[config.mk]
export PLATFORM = sky130hd
export DESIGN_NAME = ballot_unit_flat
export DESIGN_NICKNAME = d
export VERILOG_FILES = /design/src/rtl/ballot_unit_if.sv /design/src/rtl/ballot_unit.sv /design/src/flat_wrapper.sv
export SDC_FILE = /design/constraint.sdc
export NUM_CORES = 1
export LEC_CHECK = 0
export BUFFER_PORTS_ARGS = -buffer_cell sky130_fd_sc_hd__buf_2
export CAP_MARGIN = 15
export CORE_UTILIZATION = 40
export DETAILED_ROUTE_END_ITERATION = 6
export GPL_ROUTABILITY_DRIVEN = 1
export GPL_TIMING_DRIVEN = 0
export PLACE_DENSITY = 0.66
export SLEW_MARGIN = 20
export SYNTH_ARGS = -nofsm -noshare
export SYNTH_HDL_FRONTEND = slang
export SYNTH_SLANG_ARGS = --single-unit
[constraint.sdc]
create_clock -name clk -period 1.65 [get_ports clk]
set_input_delay 0.2475 -clock clk [delete_from_list [all_inputs] [get_ports clk]]
set_output_delay 0.2475 -clock clk [all_outputs]
set_load 0.005 [all_outputs]
[src/rtl/ballot_unit_if.sv]
// ballot_unit_if: officer/button inputs and vote outputs of the ballot capture stage.
//   arm          officer enable (rising edge arms one ballot)
//   btn_raw[2:0] asynchronous party buttons (bit0 = party1 .. bit2 = party3)
//   voter_switch one-hot vote, non-zero only while voting_en is high
//   voting_en    single-cycle vote strobe
//   ready_led    high while a ballot is armed
//   reject       single-cycle pulse on a refused multi-button press
//   timeout      single-cycle pulse when an armed ballot expires
//   ballots_cast saturating count of accepted votes
// master = the side driving arm/btn_raw; slave = ballot_unit.
interface ballot_unit_if;
    logic       arm;
    logic [2:0] btn_raw;
    logic [2:0] voter_switch;
    logic       voting_en;
    logic       ready_led;
    logic       reject;
    logic       timeout;
    logic [7:0] ballots_cast;

    modport master (
        output arm, btn_raw,
        input  voter_switch, voting_en, ready_led, reject, timeout, ballots_cast
    );

    modport slave (
        input  arm, btn_raw,
        output voter_switch, voting_en, ready_led, reject, timeout, ballots_cast
    );
endinterface

[src/rtl/ballot_unit.sv]
// ballot_unit: synchronises and debounces three party buttons and accepts one
// vote per officer arm press, emitting a one-hot voter_switch strobe qualified
// by voting_en for the downstream tally counter.
// Ports:
//   clk  sole clock, rising edge
//   rst  synchronous active-high reset
//   bus  ballot_unit_if.slave (arm, btn_raw in; vote/status outputs, all registered)
// Parameters:
//   DEBOUNCE_CYCLES  debounce length and settle window (>= 1)
//   TIMEOUT_CYCLES   armed idle limit, used only with BALLOT_TIMEOUT_EN
// Optional feature: define BALLOT_TIMEOUT_EN to expire ballots that sit armed
// for TIMEOUT_CYCLES; otherwise timeout is held at 0.
module ballot_unit #(
    parameter int unsigned DEBOUNCE_CYCLES = 16,
    parameter int unsigned TIMEOUT_CYCLES  = 65535
) (
    input  logic          clk,
    input  logic          rst,
    ballot_unit_if.slave  bus
);

    localparam int unsigned NB   = 3;
    localparam int unsigned DB_W = $clog2(DEBOUNCE_CYCLES + 1);

    typedef enum logic [2:0] {
        S_IDLE,
        S_ARMED_CLR,
        S_ARMED,
        S_SETTLE,
        S_CAST
    } state_e;

    logic [NB-1:0]   sync1_q, sync2_q, btn_db_q;
    logic [DB_W-1:0] db_cnt_q [NB];
    logic            arm_q, arm_rise_q;

    state_e          state_q, state_d;
    logic [DB_W-1:0] settle_q, settle_d;
    logic [NB-1:0]   vote_d;
    logic            reject_d, timeout_d;
    logic            onehot_c;

    logic [NB-1:0]   voter_switch_q;
    logic            voting_en_q, ready_led_q, reject_q, timeout_q;
    logic [7:0]      ballots_q;

    // Two-flop synchroniser followed by a per-bit disagreement-count debouncer
    always_ff @(posedge clk) begin
        if (rst) begin
            sync1_q  <= '0;
            sync2_q  <= '0;
            btn_db_q <= '0;
            for (int i = 0; i < NB; i++) db_cnt_q[i] <= '0;
        end else begin
            sync1_q <= bus.btn_raw;
            sync2_q <= sync1_q;
            for (int i = 0; i < NB; i++) begin
                if (sync2_q[i] == btn_db_q[i]) begin
                    db_cnt_q[i] <= '0;
                end else if (db_cnt_q[i] == DB_W'(DEBOUNCE_CYCLES - 1)) begin
                    // this edge is the D-th consecutive disagreement
                    btn_db_q[i] <= sync2_q[i];
                    db_cnt_q[i] <= '0;
                end else begin
                    db_cnt_q[i] <= db_cnt_q[i] + DB_W'(1);
                end
            end
        end
    end

    // Arm rising edge, registered so the FSM reacts one edge after arm is first seen
    always_ff @(posedge clk) begin
        if (rst) begin
            arm_q      <= 1'b0;
            arm_rise_q <= 1'b0;
        end else begin
            arm_q      <= bus.arm;
            arm_rise_q <= bus.arm & ~arm_q;
        end
    end

    assign onehot_c = (btn_db_q != 3'b000) && ((btn_db_q & (btn_db_q - 3'd1)) == 3'b000);

`ifdef BALLOT_TIMEOUT_EN
    localparam int unsigned TMO_W = $clog2(TIMEOUT_CYCLES + 1);
    logic [TMO_W-1:0] tmo_q, tmo_d;
`else
    localparam int unsigned timeout_cfg_unused = TIMEOUT_CYCLES;
`endif

    // Ballot FSM next-state and output decode
    always_comb begin
        state_d   = state_q;
        settle_d  = settle_q;
        vote_d    = '0;
        reject_d  = 1'b0;
        timeout_d = 1'b0;
`ifdef BALLOT_TIMEOUT_EN
        tmo_d     = tmo_q;
`endif
        unique case (state_q)
            S_IDLE: begin
                if (arm_rise_q) state_d = S_ARMED_CLR;
            end
            S_ARMED_CLR: begin
                // a button held through arming must be released first
                if (btn_db_q == 3'b000) state_d = S_ARMED;
            end
            S_ARMED: begin
                if (btn_db_q != 3'b000) begin
                    settle_d = DB_W'(DEBOUNCE_CYCLES);
                    state_d  = S_SETTLE;
                end
            end
            S_SETTLE: begin
                settle_d = settle_q - DB_W'(1);
                // counter reaches 0 on this edge: sample the debounced buttons
                if (settle_q <= DB_W'(1)) begin
                    settle_d = '0;
                    if (onehot_c) begin
                        vote_d  = btn_db_q;
                        state_d = S_CAST;
                    end else begin
                        reject_d = 1'b1;
                        state_d  = S_ARMED_CLR;
                    end
                end
            end
            S_CAST: begin
                state_d = S_IDLE;
            end
            default: begin
                state_d = S_IDLE;
            end
        endcase
`ifdef BALLOT_TIMEOUT_EN
        // idle limit spans ARMED_CLR and ARMED; SETTLE is exempt
        if (state_q == S_ARMED_CLR || state_q == S_ARMED) begin
            if (tmo_q == TMO_W'(TIMEOUT_CYCLES - 1)) begin
                timeout_d = 1'b1;
                state_d   = S_IDLE;
            end else begin
                tmo_d = tmo_q + TMO_W'(1);
            end
        end
        if (state_d == S_ARMED_CLR && state_q != S_ARMED_CLR) tmo_d = '0;
`endif
    end

    // State and registered outputs
    always_ff @(posedge clk) begin
        if (rst) begin
            state_q        <= S_IDLE;
            settle_q       <= '0;
            voter_switch_q <= '0;
            voting_en_q    <= 1'b0;
            ready_led_q    <= 1'b0;
            reject_q       <= 1'b0;
            timeout_q      <= 1'b0;
            ballots_q      <= '0;
        end else begin
            state_q        <= state_d;
            settle_q       <= settle_d;
            voter_switch_q <= vote_d;
            voting_en_q    <= (state_d == S_CAST);
            ready_led_q    <= (state_d == S_ARMED_CLR) || (state_d == S_ARMED) ||
                              (state_d == S_SETTLE);
            reject_q       <= reject_d;
            timeout_q      <= timeout_d;
            if (state_d == S_CAST && ballots_q != 8'hFF) ballots_q <= ballots_q + 8'd1;
        end
    end

`ifdef BALLOT_TIMEOUT_EN
    always_ff @(posedge clk) begin
        if (rst) tmo_q <= '0;
        else     tmo_q <= tmo_d;
    end
`endif

    assign bus.voter_switch = voter_switch_q;
    assign bus.voting_en    = voting_en_q;
    assign bus.ready_led    = ready_led_q;
    assign bus.reject       = reject_q;
    assign bus.timeout      = timeout_q;
    assign bus.ballots_cast = ballots_q;

endmodule

[src/flat_wrapper.sv]
// flat-port wrapper written by rule: the top's interface ports become plain ports
module ballot_unit_flat 
#(
    parameter int unsigned DEBOUNCE_CYCLES = 16,
    parameter int unsigned TIMEOUT_CYCLES  = 65535
)
  (clk, rst, bus_arm, bus_btn_raw, bus_voter_switch, bus_voting_en, bus_ready_led, bus_reject, bus_timeout, bus_ballots_cast);
  ballot_unit_if bus_i ();
  input  logic clk;
  input  logic rst;
  input wire logic [$bits(bus_i.arm)-1:0] bus_arm;
  input wire logic [$bits(bus_i.btn_raw)-1:0] bus_btn_raw;
  output wire logic [$bits(bus_i.voter_switch)-1:0] bus_voter_switch;
  output wire logic [$bits(bus_i.voting_en)-1:0] bus_voting_en;
  output wire logic [$bits(bus_i.ready_led)-1:0] bus_ready_led;
  output wire logic [$bits(bus_i.reject)-1:0] bus_reject;
  output wire logic [$bits(bus_i.timeout)-1:0] bus_timeout;
  output wire logic [$bits(bus_i.ballots_cast)-1:0] bus_ballots_cast;
  assign bus_i.arm = bus_arm;
  assign bus_i.btn_raw = bus_btn_raw;
  assign bus_voter_switch = bus_i.voter_switch;
  assign bus_voting_en = bus_i.voting_en;
  assign bus_ready_led = bus_i.ready_led;
  assign bus_reject = bus_i.reject;
  assign bus_timeout = bus_i.timeout;
  assign bus_ballots_cast = bus_i.ballots_cast;
  ballot_unit #(.DEBOUNCE_CYCLES(DEBOUNCE_CYCLES), .TIMEOUT_CYCLES(TIMEOUT_CYCLES)) u_core (.clk(clk), .rst(rst), .bus(bus_i));
endmodule
Word level (Yosys, flattened, before mapping)

Memory sizes are Yosys's and may differ from the RTL's.
Cells that the tools add are included.

Memories: 1
Output and inout port bits: 15
Input port bits: 6
Memory bits (writable): 15
Register bits after elaboration: 33

Memory list:

| name            | depth | width | rd ports | clocked after Yosys merged registers in | write ports | line              | text |
|---|---|---|---|---|---|---|---|
| u_core.db_cnt_q | 3     | 5     | 3        | 0                                       | 3           | ballot_unit.sv:34 | `logic [DB_W-1:0] db_cnt_q [NB];` |

Magnitude comparators: 1
Bitwise logic cells: 18
Equal/unequal tests: 15
Reduce and logical (&&, ||, !) cells: 15
Add/subtract/negate cells: 6
Mux-type cells: 54

Operators by type and width:

| operator                                            | number |
|---|---|
| 2-to-1 mux 5 bit                                    | 11 |
| 2-to-1 mux 1 bit                                    | 36 |
| adder 5 x 1 -> 5 bit, second input constant         | 3 |
| equality test 5 x 4 -> 1 bit, second input constant | 3 |
| 2-to-1 mux 3 bit                                    | 5 |
| equality test 3 x 2 -> 1 bit, second input constant | 4 |
| one-hot mux 3 bit (4 select lines)                  | 1 |
| one-hot mux 5 bit (2 select lines)                  | 1 |
| zero test 3 bit                                     | 3 |
| bitwise OR 1 bit                                    | 9 |
| adder 8 x 1 -> 8 bit, second input constant         | 1 |
| inequality test 8 bit, second input constant        | 1 |
| AND reduction 2 bit                                 | 4 |
| inverter 1 bit                                      | 7 |
| equality test 3 x 1 -> 1 bit, second input constant | 2 |
| <= comparator 5 x 1 -> 1 bit, second input constant | 1 |
| subtractor 5 x 1 -> 5 bit, second input constant    | 1 |
| OR reduction 4 bit                                  | 1 |
| bitwise AND 3 bit                                   | 1 |
| equality test 1 bit                                 | 3 |
| equality test 3 bit, second input constant          | 1 |
| nonzero test 3 bit                                  | 1 |
| OR reduction 3 bit                                  | 1 |
| subtractor 3 x 1 -> 3 bit, second input constant    | 1 |
| other kinds (5)                                     | 7 |

Depth between registers and ports, before layout

Depth after elaboration: 10
Mapped depth: 7

Worst setup path after synthesis

Ideal clock, no wire load.

Path type: reg-to-reg
From: mem u_core.db_cnt_q[2][0] in the netlist's numbering
To: mem u_core.db_cnt_q[2][2] in the netlist's numbering, data pin
Arrival time: 1.486 ns
Data required time: 1.511 ns
Cell stages (with the launch flop): 6
Slack: 0.025 ns
Library setup time: 0.139 ns
Cells stage by stage: edfxtp_1 > ha_1 > and3_1 > ha_1 > or3_1 > nor2_1

RTL lines:

| item            | line |
|---|---|
| start, declared | ballot_unit.sv:34 |

==> reports/results.ini <==
[synth]
synth_seq_cells = 48
synth_cell_type_count = 39
yosysWarnings = 0
syn_area_per_cell_sq_um = 10.3
synth_edf_count = 15
synthArstFlopShare_pct = 0
synth_seq_area_share_pct = 53.2
synthFlopType = dfxtp_1
synth_area_sq_mm = 0.00209
netlist_instances = 203

[clock_tree]
cts_sinks = 48
clkSlewWorstSetupHoldPaths_ps = 90
tritoncts = yes
htreeDepth = 2
clock-root-buffer = clkbuf_8
cts_buffers = 5
clk_path_buf_depth = 2
clock_latency_ps = 300

[sta]
period_share_pct = 99.3
setup_viol = 0
rsz0062_at_grt = yes
slew_violations = 0
worstMarginPinSlew_ps = 501
max_freq_mhz = 610
hold_violations = 0
final.min_clock_period_ps = 1640
slew-limit-headroom_pct = 66.6
finalClockSkew_ps = 11.0
setup_ws_ps = 10.8

[worst_setup_path]
critical_path_class = reg2reg
critical_path.max_stage_delay_ps = 430
slowest_stage = or3_4
critical_path_required_ps = 1820
r2r_cells = 5
rr_endpoint = u_core.db_cnt_q[2][2]
crit_path_end_kind = register
crit_fanout = 5
critPathLaunch = u_core.db_cnt_q[2][1]
critPathArrivalTime_ps = 1810
worstSetupStartpointType = register
r2r_setup_slack_ps = 10
crit_path_end = u_core.db_cnt_q[2][2]
cp_cell_sequence = ha_2 > and3_4 > ha_4 > or3_4 > nor2_1
reg2reg_from = u_core.db_cnt_q[2][1]

[finish]
final_common_cell = dfxtp_1
layout_common_cells = dfxtp_1, nor2_1, buf_2, conb_1, edfxtp_1
final_nets = 269
fin_area_sq_mm = 0.00271
postLayoutCoreUtil_pct = 55.6
num_antenna_cells = 0
drive_gt1_share_pct = 32.2
final.fill_count = 470
fin_cells = 322
multiInputGateArea_sq_mm = 0.00116
layout-area-overhead-vs-synth_pct = 29.9
regArea_sq_mm = 0.00112

[global_routing]
grt_pass1_vias = 1371
antenna_found_initial = 0
grt_max_degree = 15
grt_first_pass_wirelength_mm = 6.00
overflow = 0
track_usage_pct = 14.5

[power_and_ir_drop]
peakVddDrop_uv = 560
clockPowerShare_pct = 35.3
combinationalPowerShare_pct = 5.8
power_leakage_nw = 1.05
p_seq_share_pct = 58.9
switching_share_pct = 21.8
internal_power_mw = 1.69
p_per_area_mw_per_mm2 = 795
switching_power_uw = 469

[floorplanning]
initial_utilization_pct = 42.8
die_h_um = 74.3
chipWidth_um = 74.3
design.die.area_sq_mm = 0.00551
io-pin-count = 21
coreArea_sq_mm = 0.00488
rows = 25

[worst_hold_path]
hp-class = in2reg
holdPathStages = 2

[drt]
viasPerCell = 4.70
drt_iter0_markers = 31
drc = 0
vias = 1512
wl_mm = 3.79
drt_first_pass_iters = 4
ant_nets = 0
avgRoutedWirePerCell_um = 11.8

[placed_design]
dpl_worst_slack_ps = -175
dp_hpwl_mm = 2.45
post_dp_cell_area_sq_mm = 0.00232
placed_cells_incl_taps = 303
routabilityCongestion = 0.802
portBuffers = 19

[outcome]
outcome = completed

[flow_run]
drv_cap = 0

==> metal layers <==
layer | GRT usage [%] | part of all wire (%) | vias to the layer above
met5 | 0 | 0 | -
met4 | 7.13 | 1.6 | 0
met3 | 3.79 | 3.0 | 5
met2 | 22.3 | 47 | 23
met1 | 19.0 | 49 | 697
li1 | - | - | 787
==> what timing repair did <==
action	4_1_cts	5_1_grt
resized for setup	18	32
pin swaps	2	20
setup buffers	4	7
setup endpoints to repair	27	25
cloned	0	0
hold buffers	0	0
==> cell families after synthesis <==
family          share of synthesized area, %
xor+xnor                                6.71
simple gates                            23.1
other cells                            0.360
flops                                   53.2
fa+ha+maj                               5.39
buf+inv                                 3.24
mux                                     2.40
compound gates                          5.57
==> layout make-up <==
class,instances,share of cell area (%)
multi-input combinational,154,42.8
sequential,48,41.4
timing repair buffer,30,6.55
clock buffer,8,3.69
tap,67,3.09
inverter,10,1.38
buffer,5,1.11
==> state kept, by name, summed over array words and instances, names as in the netlist <==
register                 count
u_core.db_cnt_q             15
u_core.bus.ballots_cast      8
u_core.settle_q              5
u_core.btn_db_q              3
u_core.bus.voter_switch      3
u_core.state_q               3
u_core.sync1_q               3
u_core.sync2_q               3
u_core.arm_q                 1
u_core.arm_rise_q            1
u_core.bus.ready_led         1
u_core.bus.reject            1
u_core.bus.voting_en         1
==> stage by stage <==
stage | hold slack [ps] | TNS [ps] | total power, mW
floorplan | 327 | 0 | 1.36
global placement | 372 | -1930 | 1.39
detailed placement | 376 | -2770 | 1.39
CTS | 150 | 0 | 2.15
global route | 164 | -484 | 2.24
finish | 155 | 0 | 2.16
==> power groups by stage <==
| stage | sequential, mW | combinational (mW) | clock (mW) |
|---|---|---|---|
| 2_1_floorplan | 1.29 | 0.0698 | 0 |
| 3_3_place_gp | 1.30 | 0.0917 | 0 |
| 3_5_place_dp | 1.30 | 0.0941 | 0 |
| 4_1_cts | 1.27 | 0.106 | 0.772 |
| 5_1_grt | 1.27 | 0.145 | 0.818 |
| 6_report | 1.27 | 0.126 | 0.760 |
==> worst min-delay path by stage <==
stage | slack, ps | end | startpoint
after floorplan | 330 | u_core.arm_q | rst
after global placement | 370 | u_core.arm_rise_q | u_core.arm_q
after detailed placement | 380 | u_core.arm_rise_q | u_core.arm_q
after CTS | 150 | u_core.sync1_q[1] | bus_btn_raw[1]
after global routing | 160 | u_core.sync1_q[0] | bus_btn_raw[0]
final | 150 | u_core.sync1_q[2] | bus_btn_raw[2]
==> critical path: cells and delay by family (launching register included) <==
kind	cells	cell delay (ps)
AND/OR/NAND/NOR	3	730
adder cells (fa/ha/maj)	2	370
flip-flops	1	410
==> synthesized netlist by cell type (4+ instances only) <==
| cell type | n | area, sq um |
|---|---|---|
| inv_1 | 10 | 37.5 |
| mux2i_1 | 5 | 50.1 |
| o21ai_0 | 5 | 25.0 |
| and3_1 | 4 | 25.0 |
| nor4_1 | 5 | 31.3 |
| a21oi_1 | 5 | 25.0 |
| nand3_1 | 4 | 20.0 |
| xor2_1 | 4 | 35.0 |
| dfxtp_1 | 33 | 661 |
| nor3_1 | 10 | 50.1 |
| edfxtp_1 | 15 | 450 |
| ha_1 | 9 | 113 |
| nor2b_1 | 9 | 56.3 |
| nand2_1 | 7 | 26.3 |
| nor2_1 | 31 | 116 |
| xnor2_1 | 12 | 105 |
Power figures use the tool's default switching activity.
